[src/rtl/frame_scheduler.sv]
// 16x8 frame shadow buffer with round-robin write arbitration, line-clear shifter and a
// free-running display refresh scan. Optional auto-clear of full rows: FRAME_SCHED_AUTOCLEAR_EN.
module frame_scheduler (
    input  logic        clk,
    input  logic        rst,
    input  logic        wr0_valid,
    input  logic [3:0]  wr0_addr,
    input  logic [7:0]  wr0_data,
    output logic        wr0_ready,
    input  logic        wr1_valid,
    input  logic [3:0]  wr1_addr,
    input  logic [7:0]  wr1_data,
    output logic        wr1_ready,
    input  logic        clr_valid,
    input  logic [3:0]  clr_row,
    output logic        clr_ready,
    output logic        clr_done,
    output logic        busy,
    output logic [15:0] row_full,
    output logic [3:0]  address,
    output logic [7:0]  print
);

    typedef enum logic [1:0] {IDLE, CLEAR, DONE} state_t;

    state_t     r_state;
    state_t     w_next;
    logic [7:0] r_shadow [16];
    logic [3:0] r_scan;
    logic [3:0] r_cur;
    logic       r_ptr;

    logic       w_gnt0;
    logic       w_gnt1;
    logic       w_start_clear;
    logic [3:0] w_clr_target;
    logic       w_auto;
    logic [3:0] w_auto_row;

    always_comb begin
        row_full = '0;
        for (int unsigned i = 0; i < 16; i++)
            row_full[i] = (r_shadow[i] == 8'hFF);
    end

`ifdef FRAME_SCHED_AUTOCLEAR_EN
    // Ascending scan so the highest-index full row wins.
    always_comb begin
        w_auto_row = '0;
        for (int unsigned i = 0; i < 16; i++)
            if (row_full[i]) w_auto_row = 4'(i);
    end
    assign w_auto = |row_full;
`else
    assign w_auto     = 1'b0;
    assign w_auto_row = '0;
`endif

    always_ff @(posedge clk or posedge rst) begin
        if (rst) r_state <= IDLE;
        else     r_state <= w_next;
    end

    always_comb begin
        w_next = r_state;
        case (r_state)
            IDLE:    if (clr_valid || w_auto) w_next = CLEAR;
            CLEAR:   if (r_cur == 4'd0) w_next = DONE;
            DONE:    w_next = IDLE;
            default: w_next = IDLE;
        endcase
    end

    always_comb begin
        w_gnt0        = 1'b0;
        w_gnt1        = 1'b0;
        clr_ready     = 1'b0;
        clr_done      = 1'b0;
        busy          = 1'b0;
        w_start_clear = 1'b0;
        w_clr_target  = clr_row;
        case (r_state)
            IDLE: begin
                clr_ready     = clr_valid;
                w_start_clear = clr_valid || w_auto;
                w_clr_target  = clr_valid ? clr_row : w_auto_row;
                if (!w_start_clear) begin
                    w_gnt0 = wr0_valid && (!wr1_valid || !r_ptr);
                    w_gnt1 = wr1_valid && (!wr0_valid ||  r_ptr);
                end
            end
            CLEAR: busy = 1'b1;
            DONE: begin
                busy     = 1'b1;
                clr_done = 1'b1;
            end
            default: ;
        endcase
    end

    assign wr0_ready = w_gnt0;
    assign wr1_ready = w_gnt1;

    always_ff @(posedge clk or posedge rst) begin
        if (rst) begin
            for (int unsigned i = 0; i < 16; i++)
                r_shadow[i] <= '0;
            r_scan  <= '0;
            address <= '0;
            print   <= '0;
            r_cur   <= '0;
            r_ptr   <= 1'b0;
        end else begin
            r_scan  <= r_scan + 4'd1;
            address <= r_scan;
            print   <= r_shadow[r_scan];
            if (w_start_clear)
                r_cur <= w_clr_target;
            if (w_gnt0) begin
                r_shadow[wr0_addr] <= wr0_data;
                r_ptr              <= 1'b1;
            end
            if (w_gnt1) begin
                r_shadow[wr1_addr] <= wr1_data;
                r_ptr              <= 1'b0;
            end
            // Clear drops every row above cur down by one, then blanks the top row.
            if (r_state == CLEAR) begin
                if (r_cur != 4'd0) begin
                    r_shadow[r_cur] <= r_shadow[4'(r_cur - 4'd1)];
                    r_cur           <= 4'(r_cur - 4'd1);
                end else begin
                    r_shadow[0] <= '0;
                end
            end
        end
    end

endmodule

[config.mk]
export PLATFORM = sky130hd
export DESIGN_NAME = frame_scheduler
export DESIGN_NICKNAME = d
export VERILOG_FILES = /design/src/rtl/frame_scheduler.sv
export SDC_FILE = /design/constraint.sdc
export NUM_CORES = 1
export LEC_CHECK = 0
export ABC_AREA = 0
export BUFFER_PORTS_ARGS = -buffer_cell sky130_fd_sc_hd__buf_2
export CELL_PAD_IN_SITES_DETAIL_PLACEMENT = 2
export CELL_PAD_IN_SITES_GLOBAL_PLACEMENT = 2
export CORE_MARGIN = 3
export CORE_UTILIZATION = 43
export DETAILED_ROUTE_END_ITERATION = 8
export GPL_TIMING_DRIVEN = 0
export PLACE_DENSITY_LB_ADDON = 0.08
export SYNTH_ARGS = -nofsm -noshare
export SYNTH_HDL_FRONTEND = slang
export SYNTH_SLANG_ARGS = --single-unit
[constraint.sdc]
create_clock -name clk -period 12.1 [get_ports clk]
set_clock_uncertainty 0.1 [all_clocks]
set_input_delay 1.21 -clock clk [delete_from_list [all_inputs] [get_ports clk]]
set_output_delay 1.21 -clock clk [all_outputs]
set_load 0.005 [all_outputs]
Word level (Yosys, flattened, before mapping)
Cells that the tools add are included.
- add/sub/neg operators: 2
- $lt $le $gt $ge: 8
- eq/ne operators: 20
- mux-type cells: 37
- bitwise gates (word level): 5
- reduce and logical (&&, ||, !) cells: 16
- operators by type and width (operator ; number):
    $bwmux 128 ; 3
    $mux 128 ; 3
    $eq 8x8->1 const B ; 16
    $mux 120 ; 1
    $demux 8 s4 ; 3
    $bmux 8 s4 ; 2
    $mux 8 ; 8
    $ge 5x5->1 const B ; 5
    $not 4->5 ; 5
    $mux 4 ; 5
    $lt 5x1->1 const B ; 3
    $mux 1 ; 9
    $logic_and 1x1->1 ; 5
    $add 4x1->4 const B ; 1
    $logic_not 4->1 ; 1
    $mux 2 ; 2
    $ne 2x2->1 const B ; 2
    $pmux 2 s2 ; 1
    $reduce_bool 4->1 ; 1
    $sub 4x1->4 const B ; 1
    $logic_not 1->1 ; 3
    $eq 2x1->1 const B ; 1
    $eq 2x2->1 const B ; 1
    $logic_not 2->1 ; 1
    other kinds (4) ; 5
- register bits: 151
- output and inout port bits: 33
- word-level logic and storage cells: 110

Depth between registers and ports, before layout
- depth after elaboration: 12
- mapped depth: 11

Worst setup path before layout
Ideal clock, no wire load.
- path type: input to output
- start point: input clr_valid
- end point: output wr1_ready
- arrival: 1760 ps
- slack: 9030 ps
- stages: 3
- buffers on the path: 1
- path through: and3b_1 -> buf_4 -> and2_1
- cells in the longest elaborated chain, start to end: 2
- RTL lines (item ; RTL line ; text):
    from (decl) ; 14 ; input logic clr_valid,
    $mux 1 ; 87 ; if (!w_start_clear) begin
    $mux 1 ; 82 ; case (r_state)
    to (decl) ; 13 ; output logic wr1_ready,
No other way between the ends.

Worst setup path in the final report
- start point: register r_cur[0]
- end point: register r_shadow[53] (netlist bit)
- cells in the longest elaborated chain, start to end: 8
- elaborated cells between the ends (all ways): 15
- RTL lines (item ; RTL line ; text):
    from (decl) ; 30 ; logic [3:0] r_cur;
    from (signal assigned) ; 118 ; r_cur <= w_clr_target;
    from (signal assigned) ; 131 ; r_cur <= 4'(r_cur - 4'd1);
    $sub 4x1->4 or $not 4->5 (tied branches) ; 130 ; r_shadow[r_cur] <= r_shadow[4'(r_cur - 4'd1)];
    $not 4->5 (implied by the code) (tied with other cells) ; 130 ;
    $bmux 8 s4 or $logic_and 1x1->1 (tied branches) ; 130 ;
    $mux 8 (implied by the code) ; 130 ;
    $mux 8 (implied by the code) or $demux 8 s4 (tied branches) ; 130 ;
    $bwmux 128 ; 130 ;
    $mux 120 * ; 129 ; if (r_cur != 4'd0) begin
    $mux 128 * ; 128 ; if (r_state == CLEAR) begin
    to (signal, indexed assignment) ; 120 ; r_shadow[wr0_addr] <= wr0_data;
    to (signal, indexed assignment) ; 124 ; r_shadow[wr1_addr] <= wr1_data;
    to (signal, indexed assignment) ; 130 ;
    to (decl) ; 28 ; logic [7:0] r_shadow [16];
Mark *: on every way between the ends. The rest lies on a longest branch, timed or not. The select of a mux whose other input is x is not followed.
A chain may end at the register's enable or synchronous reset.

==> metrics.log <==
[metrics] DRC violation total after the first TritonRoute iteration: 1579
[metrics] count of unique library cells instantiated by Yosys: 61
[metrics] overall routed net length: 64510 µm
[metrics] area of combinational cells with multiple inputs: between 7000 and 8000 µm²
[metrics] normalized max-slew margin: 9.827%
[metrics] first-pass GRT wire length: 92970 µm
[metrics] Least-Margin Pin Slew: 1.342 ns
[metrics] worst hold path stage count: 0
[metrics] Die ar.: 29230 µm²
[metrics] placeable core area: 26430 µm²
[metrics] Area Overhead vs Synth: 12.07%
[metrics] worst skew pair latency: 0.46 ns
[metrics] biggest area consumer among synthesized cells: sky130_fd_sc_hd__dfrtp_1
[metrics] largest cells by area after synthesis: sky130_fd_sc_hd__dfrtp_1, sky130_fd_sc_hd__mux4_2, sky130_fd_sc_hd__mux2i_1
[metrics] Synth async-reset ratio: 100.0%
[metrics] clock tree from TritonCTS: yes
[metrics] clock transition at the registers of the reported paths: 0.07 ns
[metrics] setup slack of the most critical reg-to-reg path: between 8 and 9 ns
[metrics] longest individual stage delay on the worst path: 0.49 ns
[metrics] max-cap violations: 0
[metrics] number of synthesized register bits: roughly 150
[metrics] cells along the critical path: buf_2 > inv_2 > ha_1 > buf_2 > buf_2 > buf_4 > mux2i_1 > nand3_1 > nand4_2 > nor2_1 > or3_1
[metrics] ys flop type: sky130_fd_sc_hd__dfrtp_1
[metrics] FF-to-FF path depth: 11
[metrics] H-tree levels: 4
[metrics] switching component of the power: about 0.0022 W
[metrics] portion of total power attributed to combinational logic: 57.9%
[metrics] RSZ-0062 raised after global routing: no
[metrics] fraction of power spent switching nets: 54.06%
[metrics] Initial Util: 44.28%
[metrics] hold path endpoint: address[2]
[metrics] average vias per placed instance: 7.821
[metrics] overall via count from detail_route: 13030
[metrics] I/O pin count: 66
[metrics] net count after synthesis: 1274
[metrics] final setup violation count: 0
[metrics] site row count: 59
[metrics] EDFF count, synth: 0
[metrics] clock network fraction of total power: 15.0%
[metrics] hold crit path type: reg2reg
[metrics] Post-Syn Instances: 1231
[metrics] share of total power in sequential cells: 27.2%
[metrics] cell area after synthesis: 11700 µm²
[metrics] via count of the first global-routing pass: 13410
[metrics] outcome: finished, final reports clean
[metrics] HPWL after DPL: 46490 µm
[metrics] hold_ws: 0.2797 ns
[metrics] category of the critical setup timing path: reg2reg
[metrics] final worst-path cycle share: between 30% and 40%
[metrics] antenna violations before repair: 10
[metrics] DRC violations left: 0
[metrics] root buffer selected by CTS: sky130_fd_sc_hd__clkbuf_16
[metrics] slowest library cell on the worst path: sky130_fd_sc_hd__mux2i_1
[metrics] input/output buffers: 65
[metrics] DR pass1 iterations: 6
[metrics] reg-to-reg endpoint: r_shadow[53]
[metrics] worst IR drop on VDD: 0.2044 mV
[metrics] buffer depth of the longest clock path: 2
[metrics] endpoint required time on the critical path: around 12 ns
[metrics] start of the worst register-to-register path: r_cur[0]
[metrics] Critical Path Start Type: register
[metrics] fraction of final layout cells with drive strength greater than 1: 18.27%
[metrics] mean instance size in the synthesized netlist: around 9.5 µm²
[metrics] Synth top area share: 32.29%
[metrics] internal power contribution: approximately 0.0018 W
[metrics] final layout net count: 1360
[metrics] Critical Path End Type: register
[metrics] Total Routing Usage GR: between 40% and 50%
[metrics] Post-Route Setup TNS: 0 ns
[metrics] clock tree sinks: 151
[metrics] Leakage Power: 5.427 nW
[metrics] CP most frequent cell: sky130_fd_sc_hd__buf_2
[metrics] Max Clock Freq: approximately 270 MHz
[metrics] shortest clock period the worst path allows after layout: 3.746 ns
[metrics] final global-route overflow total: 0
[metrics] pin count of the biggest net entering global routing: 117
[metrics] total power divided by cell area: 304.2 nW/µm²
[metrics] count of buffers added by post-CTS timing repair for setup: 0
[metrics] routability congestion estimate from global placement: 1.030
[metrics] CTS resizes: 0
[metrics] launch point of the worst hold path: r_scan[2]
[metrics] count of hold buffers inserted by post-cts repair: 0
[metrics] die width: about 170 µm
[metrics] peak fanout along the critical path: 10
[metrics] number of max-slew violations in the final report: 0
[metrics] clock buffer count from CTS: 17
[metrics] final hold violations: 0
[metrics] data arrival time of the critical path: 3.99 ns
[metrics] yosys warns: 0
[metrics] Routed WL per cell: 38.72 µm
[metrics] register area share after synthesis: between 30% and 40%
[metrics] FF+latch area: 3779 µm²
[metrics] remaining antenna violation count after routing: 0
[metrics] fill cell instance count of the final layout: 2890
[metrics] Die Y: 171.0 µm
==> layer usage <==
metal | routed length, µm | GRT usage (%) | vias to the layer above | part of all wire [%]
met5 | 95 | 1.505 | - | 0.15
met4 | 5390 | 28.94 | 8 | 8.4
met3 | 6669 | 14.51 | 370 | 10
met2 | 28720 | 68.67 | 952 | 45
met1 | 23630 | 52.69 | 6647 | 37
li1 | - | - | 5052 | -
==> power groups by stage <==
stage	sequential [W]	clock [W]	combinational [W]
2_1_floorplan	0.000892	0	0.00133
3_3_place_gp	0.00104	0	0.00209
3_5_place_dp	0.00105	0	0.00215
4_1_cts	0.00105	0.000593	0.00218
5_1_grt	0.00108	0.000614	0.00235
6_report	0.00108	0.000598	0.00231
==> cells in the mapped netlist, types with 18 or more instances <==
cell type / number
sky130_fd_sc_hd__a22oi_1: 30
sky130_fd_sc_hd__dfrtp_1: 151
sky130_fd_sc_hd__nor2_1: 57
sky130_fd_sc_hd__and2_1: 35
sky130_fd_sc_hd__nand4_1: 50
sky130_fd_sc_hd__mux4_2: 57
sky130_fd_sc_hd__a22o_1: 28
sky130_fd_sc_hd__a211o_1: 24
sky130_fd_sc_hd__buf_2: 28
sky130_fd_sc_hd__mux2i_1: 80
sky130_fd_sc_hd__a211oi_1: 76
sky130_fd_sc_hd__o22ai_1: 49
sky130_fd_sc_hd__mux2_2: 19
sky130_fd_sc_hd__or3_1: 18
sky130_fd_sc_hd__a21oi_1: 44
sky130_fd_sc_hd__o21ai_0: 127
sky130_fd_sc_hd__nand3_1: 43
sky130_fd_sc_hd__and3_1: 42
sky130_fd_sc_hd__nand2_1: 34
sky130_fd_sc_hd__clkbuf_1: 57
==> critical path, delay by kind of cell (launching register included) <==
| kind | cells | cell delay [ns] |
|---|---|---|
| buffers and inverters | 5 | 1.37 |
| AND/OR/NAND/NOR | 4 | 0.91 |
| adder cells (fa/ha/maj) | 1 | 0.33 |
| multiplexers | 1 | 0.49 |
| flip-flops | 1 | 0.40 |
==> kinds of logic after synthesis <==
group                      count (synthesis)  share of synthesized area [%]
adders and majority gates                 10                          1.069
muxes                                    156                          19.64
AOI/OAI and AO/OA                        434                          24.45
and+or+nand+nor                          352                          17.37
DFF                                      151                          32.29
buffers and inverters                    124                          4.748
xor gates and xnor gates                   4                         0.4278
==> state kept, by name, indices dropped and copies added, names as in the netlist <==
| signal | flops |
|---|---|
| r_shadow | 128 |
| print | 8 |
| address | 4 |
| r_cur | 4 |
| r_scan | 4 |
| r_state | 2 |
| r_ptr | 1 |
==> layout make-up <==
cell class | instances | area share, %
Antenna cell | 1 | 0.01908
Buffer | 108 | 3.778
Clock buffer | 24 | 3.597
Clock inverter | 8 | 1.107
Inverter | 16 | 0.5152
Multi-Input combinational cell | 956 | 56.23
Sequential cell | 151 | 28.81
Tap cell | 335 | 3.196
Timing Repair Buffer | 67 | 2.748
==> worst max path at each step <==
| stage | to | from | depth (start not counted) |
|---|---|---|---|
| after floorplan | address[0] | rst | 1 |
| after global placement | r_shadow[67] | rst | 2 |
| after detailed placement | r_shadow[22] | clr_valid | 7 |
| after CTS | r_shadow[53] | r_cur[0] | 11 |
| after global routing | r_shadow[22] | r_cur[0] | 11 |
| final | r_shadow[53] | r_cur[0] | 11 |
==> stage by stage <==
step | setup slack [ns] | utilization, % | area, µm² | cells | power, W
final | 8.354 | 49.62 | 13110 | 1666 | 0.003989
after global routing | 8.313 | 49.62 | 13110 | 1666 | 0.004042
after CTS | 8.498 | 49.61 | 13110 | 1665 | 0.003823
after detailed placement | 8.545 | 47.28 | 12490 | 1633 | 0.003205
after global placement | 4.375 | 47.09 | 12450 | 1631 | 0.003128
after floorplan | 6.725 | - | 11700 | 1231 | 0.002223
==> layout by cell type, fill, tap and decap left out, drive strengths merged, types with 5 or more instances in the layout <==
cell	instances
a211o	24
a211oi	76
a21o	13
a21oi	45
a22o	28
a22oi	30
and2	36
and3	42
and3b	6
and4	5
buf	110
clkbuf	89
dfrtp	151
ha	10
inv	16
mux2	19
mux2i	80
mux4	57
nand2	34
nand3	43
nand4	53
nor2	57
nor2b	16
nor3	16
nor4	5
o211ai	14
o21ai	128
o221ai	16
o22ai	49
or2	5
or3	18
Power figures use the tool's default switching activity.
